===== config.mk =====
export PLATFORM = sky130hd
export DESIGN_NAME = pipelined_subtractor
export DESIGN_NICKNAME = d
export VERILOG_FILES = /design/src/rtl/pipelined_subtractor.sv
export SDC_FILE = /design/constraint.sdc
export NUM_CORES = 2
export LEC_CHECK = 0
export CAP_MARGIN = 20
export CORE_MARGIN = 5
export CORE_UTILIZATION = 40
export DETAILED_ROUTE_END_ITERATION = 6
export PLACE_DENSITY = 0.62
export SYNTH_ARGS = -nofsm -noshare
export SYNTH_HDL_FRONTEND = slang
export SYNTH_SLANG_ARGS = --single-unit

===== constraint.sdc =====
create_clock -name clk -period 2.94 [get_ports clk]
set_input_delay 0.588 -clock clk [delete_from_list [all_inputs] [get_ports clk]]
set_output_delay 0.588 -clock clk [all_outputs]
set_load 0.03 [all_outputs]

===== src/rtl/pipelined_subtractor.sv =====
// ---------------------------------------------------------------------------
// pipelined_subtractor
//
// Purpose:
//   S-stage pipelined subtractor computing res = op1 - op2 - bin over W bits.
//   Each stage resolves one SW = W/S bit segment and hands its borrow to the
//   next stage. Full valid/ready flow control lets it drain into a stalling
//   consumer; empty stages absorb new data even while downstream is stalled.
//
// Parameters:
//   W          operand/result width, must be a multiple of S
//   S          number of pipeline stages
//
// Ports:
//   clk        rising-edge clock
//   rstn       asynchronous active-low reset
//   in_valid   op1/op2/bin valid this cycle
//   in_ready   block can accept this cycle (combinational from out_ready)
//   op1        minuend
//   op2        subtrahend
//   bin        borrow-in, subtracted at bit 0
//   out_valid  res/bout/ovf valid
//   out_ready  consumer accepts this cycle
//   res        difference modulo 2^W
//   bout       borrow-out (unsigned op1 < op2 + bin)
//   ovf        signed overflow
// ---------------------------------------------------------------------------
module pipelined_subtractor #(
  parameter int W = 128,
  parameter int S = 4
) (
  input  logic         clk,
  input  logic         rstn,
  input  logic         in_valid,
  output logic         in_ready,
  input  logic [W-1:0] op1,
  input  logic [W-1:0] op2,
  input  logic         bin,
  output logic         out_valid,
  input  logic         out_ready,
  output logic [W-1:0] res,
  output logic         bout,
  output logic         ovf
);

  localparam int SW = W / S;

  if ((W % S) != 0) begin : g_param_check
    $error("pipelined_subtractor: W must be divisible by S");
  end

  for (genvar k = 0; k < S; k++) begin : g_stage
    // Operand bits still to be processed from this stage onward.
    localparam int RW = (S - k) * SW;

    logic [RW-1:0]       src_op1;
    logic [RW-1:0]       src_op2;
    logic                src_valid;
    logic                src_borrow;
    logic [SW:0]         seg_sum;
    logic [(k+1)*SW-1:0] nxt_res;

    logic                valid_q;
    logic                borrow_q;
    logic [(k+1)*SW-1:0] res_q;
    logic                load;
    logic                move;

    if (k == 0) begin : g_first
      assign src_op1    = op1;
      assign src_op2    = op2;
      assign src_valid  = in_valid;
      assign src_borrow = bin;
      assign nxt_res    = seg_sum[SW-1:0];
    end else begin : g_next
      assign src_op1    = g_stage[k-1].g_mid.op1_q;
      assign src_op2    = g_stage[k-1].g_mid.op2_q;
      assign src_valid  = g_stage[k-1].valid_q;
      assign src_borrow = g_stage[k-1].borrow_q;
      assign nxt_res    = {seg_sum[SW-1:0], g_stage[k-1].res_q};
    end

    // a - b - bi == a + ~b + ~bi (mod 2^SW); the carry out is the inverted borrow.
    assign seg_sum = {1'b0, src_op1[SW-1:0]} + {1'b0, ~src_op2[SW-1:0]}
                   + {{SW{1'b0}}, ~src_borrow};

    // A stage loads when it is empty or its contents move on this edge.
    assign load = ~valid_q | move;

    always_ff @(posedge clk or negedge rstn) begin
      if (!rstn) begin
        valid_q  <= 1'b0;
        borrow_q <= 1'b0;
        res_q    <= '0;
      end else if (load) begin
        valid_q  <= src_valid;
        borrow_q <= ~seg_sum[SW];
        res_q    <= nxt_res;
      end
    end

    if (k == S - 1) begin : g_last
      logic ovf_q;

      assign move = out_ready;

      // src_op1/src_op2 hold only the top segment here, so their MSB is the operand sign.
      always_ff @(posedge clk or negedge rstn) begin
        if (!rstn) begin
          ovf_q <= 1'b0;
        end else if (load) begin
          ovf_q <= (src_op1[RW-1] != src_op2[RW-1]) && (nxt_res[W-1] != src_op1[RW-1]);
        end
      end
    end else begin : g_mid
      logic [RW-SW-1:0] op1_q;
      logic [RW-SW-1:0] op2_q;

      assign move = g_stage[k+1].load;

      // Only the not-yet-consumed upper segments travel down the pipe.
      always_ff @(posedge clk or negedge rstn) begin
        if (!rstn) begin
          op1_q <= '0;
          op2_q <= '0;
        end else if (load) begin
          op1_q <= src_op1[RW-1:SW];
          op2_q <= src_op2[RW-1:SW];
        end
      end
    end
  end

  assign in_ready  = g_stage[0].load;
  assign out_valid = g_stage[S-1].valid_q;
  assign res       = g_stage[S-1].res_q;
  assign bout      = g_stage[S-1].borrow_q;
  assign ovf       = g_stage[S-1].g_last.ovf_q;

endmodule

==> impl_metrics.toml <==
[outcome]
status = "finished, violations left"
violations = "setup timing"

[yosys]
yosysTopAreaCellShare_pct = 54.0
synth_edf_count = 0
synth.largest_area_cell = "dfrtp_1"
ys.flop_type = "dfrtp_1"
netlist_instances = 3612
synthDistinctLibCells = 76
syn_nets = 4005
synth_area_per_cell_sq_um = 9.15
ys_warn_count = 0
synth_commonest_cells = "1416 x nand2_1, 713 x dfrtp_1, 197 x o21ai_0"
synth.most_common_cell = "nand2_1"
synth_area_leaders = "dfrtp_1 54%, nand2_1 16%, ha_1 4.7%"
async_flop_share_pct = 100
ys_seq_area_share_pct = 54.0
syn_area_sq_um = 33100
synth_seq_cells = 713

[sta]
tightest_slew_ps = 882
worst_slack_ps = -116
min_period_ps = 3060
fmax_mhz = 327
period_share_pct = 104
finalHoldViolations = 0
setup_violations = 10
fin_skew_ps = 16.2
tns_ps = -664
slew_headroom_pct = 41.2
maxSlewViolCount = 0
rsz0062_at_grt = "yes"

[die]
core_area_sq_um = 82000
die_w_microns = 297
io-pin-count = 393
num_rows = 105
die-area_sq_um = 88500
start_util_pct = 40.3
die_y_microns = 297

[min_path]
min_path_cells = 2
hold_end = "g_stage[2].g_mid.op1_q[0]"
hp-class = "reg -> reg"
hold_start = "g_stage[1].g_mid.op1_q[32]"

[drt]
antenna_left = 0
viasPerCell = 4.91
drc = 0
wl_per_cell_microns = 17.2
drt-initial-drc-count = 1670
vias = 25748
totalWireLength_microns = 90000
first_pass_iters = 5

[place]
preCtsSetupSlack_ps = -625
io_buffer_count = 392
placed_cells = 5084
place.gp.congestion = 0.869
dp_hpwl_microns = 65300

[critical_path]
crit_fanout = 3
worst_setup_path_start_kind = "flop"
ff2ff_path_depth = 12
end_kind = "flop"
r2r-end = "g_stage[2].res_q[92]"
cp_data_arrival_time_ps = 3520
crit_type = "reg -> reg"
cp.required_ps = 3410
r2r_setup_slack_ps = -120
worstReg2RegStart = "g_stage[1].borrow_q"

[grt]
grt_pass1_vias = 26031
grt_use_total_pct = 20.1
overflow = 0
grt_max_degree = 124
antenna_found_initial = 5
grt_pass1_wl_microns = 145000

[power_and_ir_drop]
p_sw_mw = 13.0
pwr-share-clk_pct = 28.1
intPower_mw = 24.7
vdd_ir_drop_max_mv = 0.562
p_seq_share_pct = 37.3
switching_share_pct = 34.5
p_leak_nw = 20.9
p_per_area_nw_per_um2 = 882
power_frac_comb_pct = 34.6

[cells_and_area]
layoutNonFillerInstCount = 5239
drive_above_1_share_pct = 12.7
nets = 4498
area_delta_synth_final_pct = 29.4

[clock_tree]
tritoncts = "done"
clk_pin_slew_worst_paths_ps = 60
cts.sinks = 713
cts_root_buffer = "clkbuf_16"
cts_buffer_depth = 3
worstSkewPairLatency_ps = 610
cts_buffers = 80
cts-htree-levels = 3

[run]
max_cap_viol_count = 0
layout make-up:
cell class | instances | area (sq um)
Clock buffer | 114 | 2370
Sequential cell | 713 | 17800
Tap cell | 1070 | 1340
Multi-Input combinational cell | 2571 | 14400
Timing Repair Buffer | 582 | 5800
Clock inverter | 29 | 447
Inverter | 157 | 597
Fill cell | 7638 | 39200
Antenna cell | 3 | 7.51
power by group through the flow:
stage	Combinational (mW)	Clock [mW]	Sequential (mW)
after floorplan	6.25	0	15.4
after global placement	12.6	0	14.2
after detailed placement	12.8	0	14.2
after CTS	12.9	10.9	14.1
after global routing	14.3	11.3	14.4
final	13.1	10.6	14.1
registers in the layout, summed over array words and instances (netlist names), 3 cells and up:
signal / flops
g_stage.valid_q: 3
g_stage.res_q: 192
res: 128
g_stage.g_mid.op2_q: 192
g_stage.g_mid.op1_q: 192
g_stage.borrow_q: 3
layout by cell type, fill, tap and decap left out, types with 10 or more instances in the layout:
cell type           n
a211oi_1           10
a21o_1             75
a21oi_1           144
a21oi_2            13
buf_12             34
buf_4             154
bufinv_16          11
clkbuf_1           13
clkbuf_16          83
clkbuf_8           18
clkdlybuf4s50_1   387
clkinv_2           10
dfrtp_1           713
ha_1              123
inv_1             153
mux2_2            103
nand2_1          1413
nand2b_1           11
nand3_1            22
nand4_1            20
nor2_1             92
o211ai_1           10
o21a_1             10
o21ai_0           188
o21ai_1            31
o21bai_1           15
o31ai_1            10
xnor2_1            50
xor2_1             52
cell families after synthesis:
kind of cell,synth area share (%)
fa+ha+maj,5.18
compound gates,11.3
flops,54.0
mux,3.57
buf+inv,3.74
xor+xnor,2.84
simple gates,19.4
worst max-delay path, cell delays in order, from the launching register on:
cell and delay, ps:
dfrtp_1 360, inv_2 50, fa_2 420, fa_2 360, a211oi_2 240, o21bai_2 130
a221oi_4 390, o2bb2ai_4 150, a211oi_4 290, o31ai_2 120, a21oi_2 160, xor2_1 170
o21ai_1 70
worst max-delay path by stage:
| stage | from | to |
|---|---|---|
| floorplan | g_stage[0].borrow_q | g_stage[1].borrow_q |
| global placement | op2[0] | g_stage[0].res_q[29] |
| detailed placement | op2[0] | g_stage[0].res_q[30] |
| CTS | g_stage[1].g_mid.op1_q[0] | g_stage[2].res_q[92] |
| global route | g_stage[1].borrow_q | g_stage[2].res_q[94] |
| finish | g_stage[1].borrow_q | g_stage[2].res_q[92] |
per-layer routing:
metal | share of wire, % | vias to the layer above | global-route usage (%)
li1 | - | 12806 | -
met1 | 47 | 12372 | 28.6
met2 | 46 | 450 | 32.2
met3 | 4.2 | 116 | 3.22
met4 | 2.4 | 4 | 5.43
met5 | 0.030 | - | 0
through the flow:
| stage | utilization, % | hold slack [ps] | total power, mW | instance area (sq um) |
|---|---|---|---|---|
| after floorplan | - | 292 | 21.7 | 33100 |
| after global placement | 48.2 | 447 | 26.8 | 39500 |
| after detailed placement | 48.2 | 453 | 27.0 | 39500 |
| after CTS | 51.8 | 453 | 37.9 | 42500 |
| after global routing | 52.2 | 481 | 40.0 | 42800 |
| final | 52.2 | 459 | 37.7 | 42800 |
repair_timing:
action / in CTS / in global routing
hold buffers: 1 / 0
buffers inserted: 5 / 5
setup endpoints to repair: 24 / 39
resized for setup: 27 / 52
pin swaps: 43 / 58
endpoints found under the hold margin: 32 / 0
Note: power is estimated with default switching activity, not from simulation.
